==> src/rtl/bcd_seg_scan.sv <==
// bcd_seg_scan: captures a packed BCD word and scans it onto a 4-digit active-low seven-segment display.
// Optional leading-zero blanking is compiled in when BCD_SEG_LZB_EN is defined.
module bcd_seg_scan #(
    parameter int SCAN_DIV = 50000
) (
    input  logic        clk,
    input  logic        rst_n,
    input  logic [16:0] bcd,
    input  logic        bcd_vld,
    output logic [7:0]  seg,
    output logic [3:0]  dig_sel,
    output logic        upd
);
    localparam logic [15:0] LP_CNT_LAST = 16'(SCAN_DIV - 1);

    logic [16:0] r_shadow;
    logic [15:0] r_cnt;
    logic [1:0]  r_idx;
    logic        r_upd;
    logic [7:0]  r_seg;
    logic [3:0]  r_dig;

    logic [3:0]  w_nib;
    logic [3:1]  w_zero;
    logic [3:0]  w_blank;
    logic [7:0]  w_seg_nxt;
    logic [3:0]  w_dig_nxt;

    function automatic logic [7:0] enc(input logic [3:0] n);
        logic [7:0] s;
        case (n)
            4'd0:    s = 8'hC0;
            4'd1:    s = 8'hF9;
            4'd2:    s = 8'hA4;
            4'd3:    s = 8'hB0;
            4'd4:    s = 8'h99;
            4'd5:    s = 8'h92;
            4'd6:    s = 8'h82;
            4'd7:    s = 8'hF8;
            4'd8:    s = 8'h80;
            4'd9:    s = 8'h90;
            default: s = 8'h86;
        endcase
        return s;
    endfunction

    always_comb begin
        w_nib     = r_shadow[{r_idx, 2'b00} +: 4];
        w_zero[3] = (r_shadow[15:12] == 4'd0);
        w_zero[2] = (r_shadow[11:8]  == 4'd0);
        w_zero[1] = (r_shadow[7:4]   == 4'd0);
    end

`ifdef BCD_SEG_LZB_EN
    // A digit blanks only when it and every more significant digit are zero.
    assign w_blank = {w_zero[3],
                      w_zero[3] & w_zero[2],
                      w_zero[3] & w_zero[2] & w_zero[1],
                      1'b0};
`else
    assign w_blank = {3'b000, &{1'b0, w_zero}};
`endif

    always_comb begin
        w_dig_nxt = 4'hF;
        w_seg_nxt = 8'hFF;
        if (r_cnt != 16'd0) begin
            w_dig_nxt = ~(4'b0001 << r_idx);
            if (r_shadow[16])
                w_seg_nxt = 8'hBF;
            else if (w_blank[r_idx])
                w_seg_nxt = 8'hFF;
            else
                w_seg_nxt = enc(w_nib);
        end
    end

    always_ff @(posedge clk or negedge rst_n) begin
        if (!rst_n) begin
            r_shadow <= '0;
            r_cnt    <= '0;
            r_idx    <= '0;
            r_upd    <= 1'b0;
            r_seg    <= 8'hFF;
            r_dig    <= 4'hF;
        end else begin
            r_upd <= bcd_vld;
            if (bcd_vld)
                r_shadow <= bcd;
            if (r_cnt == LP_CNT_LAST) begin
                r_cnt <= '0;
                r_idx <= r_idx + 2'd1;
            end else begin
                r_cnt <= r_cnt + 16'd1;
            end
            r_seg <= w_seg_nxt;
            r_dig <= w_dig_nxt;
        end
    end

    assign seg     = r_seg;
    assign dig_sel = r_dig;
    assign upd     = r_upd;
endmodule

==> config.mk <==
export PLATFORM = sky130hd
export DESIGN_NAME = bcd_seg_scan
export DESIGN_NICKNAME = d
export VERILOG_FILES = /design/src/rtl/bcd_seg_scan.sv
export SDC_FILE = /design/constraint.sdc
export NUM_CORES = 1
export LEC_CHECK = 0
export CAP_MARGIN = 20
export CORE_ASPECT_RATIO = 1.1
export CORE_UTILIZATION = 58
export DETAILED_ROUTE_END_ITERATION = 8
export HOLD_SLACK_MARGIN = 0.02
export PLACE_DENSITY = 0.86
export SLEW_MARGIN = 20
export SYNTH_ARGS = -nofsm -noshare
export SYNTH_HDL_FRONTEND = slang
export SYNTH_SLANG_ARGS = --single-unit
export TNS_END_PERCENT = 100
==> constraint.sdc <==
create_clock -name clk -period 3.4 [get_ports clk]
set_input_delay 0.34 -clock clk [delete_from_list [all_inputs] [get_ports clk]]
set_output_delay 0.34 -clock clk [all_outputs]
set_load 0.01 [all_outputs]
==> After elaboration in Yosys (flattened, before gate mapping) <==
Memories as Yosys holds them, arrays and structs flattened.
Cells that the tools add are included.
{ "classes": {"bitwise_logic": 1, "n_addsub": 2, "n_mux": 7, "n_reduce_logical": 1, "shift": 2, "order_cmp": 1, "n_eq_ne": 1} }
{ "op_table": {"columns": ["cell", "count"], "rows": [
  ["$mux W8", 3],
  ["$shiftx A17 B5 Y4", 1],
  ["$add A16 B1 Y16 const B", 1],
  ["$eq A16 B16 Y1 const B", 1],
  ["$mux W16", 1],
  ["$reduce_bool A16 Y1", 1],
  ["$mux W4", 1],
  ["$not A4 Y4", 1],
  ["$shl A1 B2 Y4 const A", 1],
  ["$lt A2 B3 Y1 const B", 1],
  ["$add A2 B1 Y2 const B", 1],
  ["$bmux W1 S2", 1],
  ["$mux W1", 1]
]} }
{ "word_totals": {"elab_cells": 22, "romBits": 112, "regBits": 48, "n_memories": 1} }
{ "memory_table": {"columns": ["name", "depth", "word_bits", "read_ports", "rd_clocked_by_memory_dff", "write_ports", "line_no", "source"], "rows": [
  ["(no name shown)", 16, 7, 1, 0, 0, "31", "case (n)"]
]} }

==> Depth between registers and ports, before layout <==
Gate-level depths: netlist (run 1).
{ "logic_depth": {"word_depth": 5, "depth_mapped": 7, "ltp_nobuf": 6} }

==> Worst setup path after synthesis (run 1) <==
Ideal clock, no wire load.
{ "synth_timing": {"kind": "reg-to-reg", "startpoint": "register r_idx[0]", "endpoint": "register r_seg[3] (netlist: seg[3])", "slack_ns": 1.641, "period_less_slack_ns": 1.759, "t_arrival_ns": 1.680, "path_stages_with_launch": 8, "path_cell_list": "dfrtp_1 buf_6 mux4_2 inv_1 ha_1 nor2b_1 a21oi_1 o21ai_0"} }
{ "synth_via": {"elab_chain_len": 5, "elab_cells_between_ends": 7} }
{ "synth_lines": {"columns": ["element", "line_no", "source"], "rows": [
  ["start, declared", "18", "logic [1:0] r_idx;"],
  ["start signal, assigned", "92", "r_idx <= r_idx + 2'd1;"],
  ["$shiftx A17 B5 Y4 / $bmux W1 S2 (equally long branches)", "48, 71", null],
  ["$mem_v2 Z16 W7 / $mux W1 (equally long branches)", null, null],
  ["$mux W8 *", "71", "else if (w_blank[r_idx])"],
  ["$mux W8 *", "69", "if (r_shadow[16])"],
  ["$mux W8 *", "67", "if (r_cnt != 16'd0) begin"],
  ["via w_seg_nxt[3]", "26", "logic [7:0] w_seg_nxt;"],
  ["end signal, assigned", "96", "r_seg <= w_seg_nxt;"],
  ["end, declared", "20", "logic [7:0] r_seg;"]
]} }
The timed path passes the listed nets; every way through them passes the cells marked *. The select of a mux whose other input is x is not followed.
A chain may end at the register's enable or synchronous reset.

==> Worst setup path in the final report (run 1) <==
Same ends and word-level chain as after synthesis.

==> results of run 1 <==
final timing paths:
path	slack (ps)	endpoint	from	cells past startpoint
hold reg to reg	480	seg[6]	r_shadow[16]	1
setup reg to reg	1350	seg[3]	r_idx[0]	6
max in group asynchronous	2900	r_cnt[15]	rst_n	2
setup / recovery	1350	seg[3]	r_idx[0]	6
hold / removal	-9	r_shadow[9]	rst_n	1
min in group clk	480	seg[6]	r_shadow[16]	1
power breakdown:
group          switching [W]  internal (W)
clock               0.000192      0.000238
combinational      0.0000634     0.0000819
sequential         0.0000157      0.000599
cell type report:
class,instances,share of cell area
flip-flops and latches,47,0.438
multi-input cells,112,0.361
repair buffers,32,0.123
clock buffers,6,0.0304
well taps,50,0.0231
clock inverters,2,0.0129
inverters,8,0.0111
layout by cell type, fill, tap and decap left out, types with 2 or more instances in the layout:
cell,n
xor2_1,6
a21oi_1,3
clkbuf_8,6
mux4_2,4
mux2i_1,2
dfrtp_1,36
nand4_1,6
xnor2_1,6
inv_1,7
nand3_1,3
and3_2,3
o21ai_0,5
ha_1,11
mux2_2,17
nor2_1,8
and3_1,4
nor2b_1,4
dfstp_2,11
o21ai_1,2
o21bai_1,2
clkdlybuf4s50_1,30
nand2_1,7
nor3_1,2
state kept, by name (all words and copies together), names as in the netlist:
name,count
r_shadow,17
dig_sel,4
upd,1
r_cnt,16
r_idx,2
seg,7
per-layer routing:
metal | routed length (um) | part of all wire
met1 | 1770 | 0.42
met2 | 2140 | 0.51
met3 | 220 | 0.052
met4 | 63 | 0.015
met5 | 0 | 0
cell families (layout without fill, tap and decap cells):
logic type | after synthesis | count (layout) | share of synthesized area
buf+inv | 13 | 48 | 0.0302
fa+ha+maj | 11 | 11 | 0.0615
flops | 47 | 47 | 0.532
compound gates | 16 | 16 | 0.0442
mux | 25 | 25 | 0.146
simple gates | 47 | 47 | 0.138
xor+xnor | 12 | 12 | 0.0470
other cells | 1 | 1 | 0.00168
worst max-delay path, stage by stage, from the launching register on:
cell and delay, ps:
dfrtp_1 540, mux4_2 600, inv_1 160, ha_1 270, nor2b_1 110, a21oi_1 60
o21ai_0 220
per-stage QoR:
| step | setup slack [ps] | instance area, um^2 | total power [W] | util | std cells |
|---|---|---|---|---|---|
| 5_1_grt | 1230 | 2710 | 0.00124 | 0.743 | 257 |
| 3_5_place_dp | 1410 | 2570 | 0.000765 | 0.703 | 248 |
| 4_1_cts | 1320 | 2690 | 0.00118 | 0.735 | 256 |
| 2_1_floorplan | 1640 | 2240 | 0.000693 | - | 172 |
| 6_report | 1350 | 2710 | 0.00119 | 0.743 | 257 |
| 3_3_place_gp | 1520 | 2570 | 0.000755 | 0.703 | 248 |
==> results.ini, run 1 <==
[status]
status = finished, violations left
violations = hold timing

[cts]
hold_buffers = 0
cts_sinks = 47
htree_levels = 2
cts_tree = built
insertion_delay_ps = 320
cts_buffers = 5
clkTransAtPathRegs_ps = 90
postCtsSetupBuffers = 0
cts_buffer_depth = 2
post_cts_resized = 0
root_buffer = clkbuf_8

[timing]
slew_headroom = 0.457
fin_crit_ps = 2050
setup_viol = 0
hold_viol = 4
rsz0062_at_grt = no
worstMarginPinSlew_ps = 812
fmax_ghz = 0.487
post-route-period-util = 0.604
skew_ps = 16.3
holdWs_ps = -9.11
maxSlewViolCount = 0
fin_setup_tns_ps = 0

[power_and_ir_drop]
cellPowerDensity_nw_per_um2 = 438
p_leak_nw = 1.21
peakVddDrop_v = 0.000323

[synthesis]
yosys_register_bits = 47
synth_ff_type = dfrtp_1
yosysUniqueCellTypes = 43
yosysMostFrequentCell = dfrtp_1
syn_avg_cell_area_um2 = 13.0
synth_area_leaders = dfrtp_1, dfstp_2, mux2_2
synth_fp_nets = 203
synth_top_area_frac = 0.402
ys_top_cells_by_count = dfrtp_1, mux2_2, dfstp_2, ha_1, nor2_1
synthArstFlopShare = 1.00
yosys_warnings = 0
synth-edff-count = 0
synth_area_um2 = 2240
ys_seq_area_frac = 0.532
postSynthCellCount = 172
synth_area_leader_cell = dfrtp_1

[layout]
seq_area_um2 = 1190
nets = 237
fillCellCount = 266
area_growth_syn_to_layout_pct = 21.2
num_antenna_cells = 0
drive_above_1_share = 0.256
multi_input_area_um2 = 981

[run]
maxCapViolCount = 0

[global_routing]
track_usage = 0.235
grt_util_met1 = 0.309
antenna_found_initial = 0
grt_pass1_vias = 1418
grt_util_met3 = 0.0728
grt_pass1_wl_mm = 6.77
grt_most_used_layer = met2
grt_util_met2 = 0.361
grt_overflow = 0
grt_max_degree = 48

[min_path]
worstHoldPathType = in2async

[floorplanning]
start_util = 0.612
io_pins = 33
die_w_um = 61.2
die_area_um2 = 4110
core-area_um2 = 3650
num_rows = 23
dieHeight_um = 67.2

[drt]
ant_nets = 0
wl_per_cell_um = 16.3
drc = 0
wl_mm = 4.20
drtIter0Drc = 66
vias = 1401
vias_per_cell = 5.45
drt_first_pass_iters = 4

[critical_path]
path_class = reg2reg
crit_required_ps = 3610
path_max_fanout = 7
end_kind = register
critPathArrivalTime_ps = 2260
cp-start-kind = register

[place]
place.gp.congestion = 0.893
dp_hpwl_mm = 2.98
portBuffers = 31

No activity file was read; power rests on OpenSTA's default activity.
==> run 2, diff against run 1 <==
--- a/config.mk
+++ b/config.mk
@@ -7,10 +7,10 @@
 export LEC_CHECK = 0
 export CAP_MARGIN = 20
 export CORE_ASPECT_RATIO = 1.1
-export CORE_UTILIZATION = 58
+export CORE_UTILIZATION = 48
 export DETAILED_ROUTE_END_ITERATION = 8
 export HOLD_SLACK_MARGIN = 0.02
-export PLACE_DENSITY = 0.86
+export PLACE_DENSITY = 0.76
 export SLEW_MARGIN = 20
 export SYNTH_ARGS = -nofsm -noshare
 export SYNTH_HDL_FRONTEND = slang
==> constraint.sdc (replaced) <==
create_clock -name clk -period 1.89 [get_ports clk]
set_input_delay 0.189 -clock clk [delete_from_list [all_inputs] [get_ports clk]]
set_output_delay 0.189 -clock clk [all_outputs]
set_load 0.01 [all_outputs]
==> results.ini, run 2 (synthesized netlist as in run 1, its figures left out) <==
[place]
portBuffers = 31  ; unchanged
dp_hpwl_mm = 3.13  ; was 2.98 mm
place.gp.congestion = 0.933  ; was 0.893
placed_area_um2 = 2650  ; was 2570 um^2

[layout]
nets = 246  ; was 237
fillCellCount = 338  ; was 266
num_antenna_cells = 0  ; unchanged
final_common_cell = dfrtp_1  ; unchanged
final_area_um2 = 2770  ; was 2710 um^2
largest_register_ffs = 17  ; unchanged
area_growth_syn_to_layout_pct = 23.5  ; was 21.2%
layout_common_cells = dfrtp_1, clkdlybuf4s50_1, mux2_2  ; unchanged
drive_above_1_share = 0.287  ; was 0.256
regMostFlops = r_shadow  ; unchanged

[global_routing]
grt_max_degree = 26  ; was 48
track_usage = 0.206  ; was 0.235
grt_pass1_vias = 1528  ; was 1418
grt_overflow = 0  ; unchanged
antenna_found_initial = 0  ; unchanged
grt_pass1_wl_mm = 7.45  ; was 6.77 mm

[critical_path]
slowest_stage = mux4_2  ; unchanged
critPathMaxStageDelay_ps = 600  ; about the same
timing.rr.start = r_idx[0]  ; unchanged
crit_required_ps = 2080  ; was 3610 ps
path_max_fanout = 9  ; was 7
cp-start-kind = register  ; unchanged
cp_num_buf_inv = 1  ; unchanged
rr_worst_depth = 5  ; was 6
end_kind = register  ; unchanged
crit_family = multiplexers  ; unchanged
cp_cell_sequence = buf_4 > mux4_2 > mux2_4 > nand2_1 > o311ai_1  ; was mux4_2 > inv_1 > ha_1 > nor2b_1 > a21oi_1 > o21ai_0
reg2reg_to = seg[4]  ; was seg[3]
critPathArrivalTime_ps = 1980  ; was 2260 ps
path_class = reg2reg  ; unchanged
worst-r2r-setup-slack_ps = 100  ; was 1350 ps

[power_and_ir_drop]
cellPowerDensity_nw_per_um2 = 725  ; was 438 nW/um^2
peakVddDrop_v = 0.000411  ; was 0.000323 V
p_leak_nw = 1.24  ; was 1.21 nW

[drt]
vias = 1440  ; was 1401
drt_first_pass_iters = 4  ; unchanged
drc = 0  ; unchanged
ant_nets = 0  ; unchanged
wl_per_cell_um = 15.6  ; was 16.3 um
wl_mm = 4.20  ; about the same
drtIter0Drc = 82  ; was 66
vias_per_cell = 5.33  ; was 5.45

[timing]
skew_ps = 6.10  ; was 16.3 ps
rsz0062_at_grt = no  ; unchanged
worstMarginPinSlew_ps = 534  ; was 812 ps
fmax_ghz = 0.560  ; was 0.487 GHz
fin_setup_tns_ps = 0  ; unchanged
fin_crit_ps = 1790  ; was 2050 ps
setup_viol = 0  ; unchanged
post-route-period-util = 0.944  ; was 0.604
maxSlewViolCount = 0  ; unchanged
slew_headroom = 0.641  ; was 0.457
hold_viol = 0  ; was 4

[cts]
cts_buffers = 5  ; unchanged
htree_levels = 2  ; unchanged
insertion_delay_ps = 290  ; was 320 ps
clkTransAtPathRegs_ps = 80  ; was 90 ps
cts_tree = built  ; unchanged
cts_sinks = 47  ; unchanged
root_buffer = clkbuf_8  ; unchanged
cts_buffer_depth = 2  ; unchanged

[floorplanning]
core-area_um2 = 4380  ; was 3650 um^2
dieHeight_um = 73.6  ; was 67.2 um
num_rows = 25  ; was 23
start_util = 0.511  ; was 0.612
die_w_um = 67.1  ; was 61.2 um
die_area_um2 = 4940  ; was 4110 um^2
io_pins = 33  ; unchanged

[status]
status = completed  ; was finished, violations left

[min_path]
worstHoldPathType = in2async  ; unchanged

[run]
maxCapViolCount = 0  ; unchanged

## run 2: changes by cell type in the layout (fill, tap and decap cells not counted), sizes merged
cell         delta
bufinv          -1
buf             +8
clkbuf          +2
clkinv          -1
dlygate4sd3     +1
## run 2: stage by stage
stage               worst slack (ps)  std cells  hold slack [ps]  power [W]   util
detailed placement              1.47        260              199    0.00139  0.604
finish                           105        270              408    0.00201  0.631
global route                    13.1        270              448    0.00211  0.631
CTS                             38.3        269              422    0.00203  0.630
global placement                97.0        260              175    0.00137  0.604
floorplan                        131        172             -107    0.00125      -
## run 2: worst max-delay path by stage
stage | startpoint | endpoint | slack, ps | depth (start not counted)
2_1_floorplan | r_idx[0] | seg[3] | 130 | 7
3_3_place_gp | r_idx[0] | seg[3] | 100 | 6
3_5_place_dp | r_idx[0] | seg[3] | 1 | 6
4_1_cts | r_idx[0] | seg[3] | 40 | 6
5_1_grt | r_idx[0] | seg[3] | 10 | 6
6_report | r_idx[0] | seg[4] | 100 | 5
## run 2: routing by layer
metal / GRT usage / up-vias / wire length (um)
met3: 0.0466 / 2 / 147
met5: 0 / - / 0
met2: 0.333 / 42 / 2200
li1: - / 686 / -
met1: 0.274 / 710 / 1830
met4: 0.0638 / 0 / 25
## run 2: where the power goes
group	leakage, nW	switching (W)	internal [W]
clock network	0.0515	0.000303	0.000334
logic	0.623	0.000113	0.000148
registers	0.561	0.0000299	0.00108
total	1.24	0.000446	0.00156
## run 2: timing repair
item / in CTS / in global routing
pin swaps: 0 / 0
buffers inserted: 0 / 1
resized for setup: 1 / 1
endpoints found under the setup margin: 1 / 3
hold buffers: 1 / 0
hold endpoints to repair: 22 / 0
## run 2: final cells by class
type	instances	area (um^2)	share of cell area
clock buffers	8	100	0.0362
multi-input cells	112	981	0.355
inverters	8	30.0	0.0109
well taps	54	67.6	0.0244
flip-flops and latches	47	1190	0.431
repair buffers	41	395	0.143
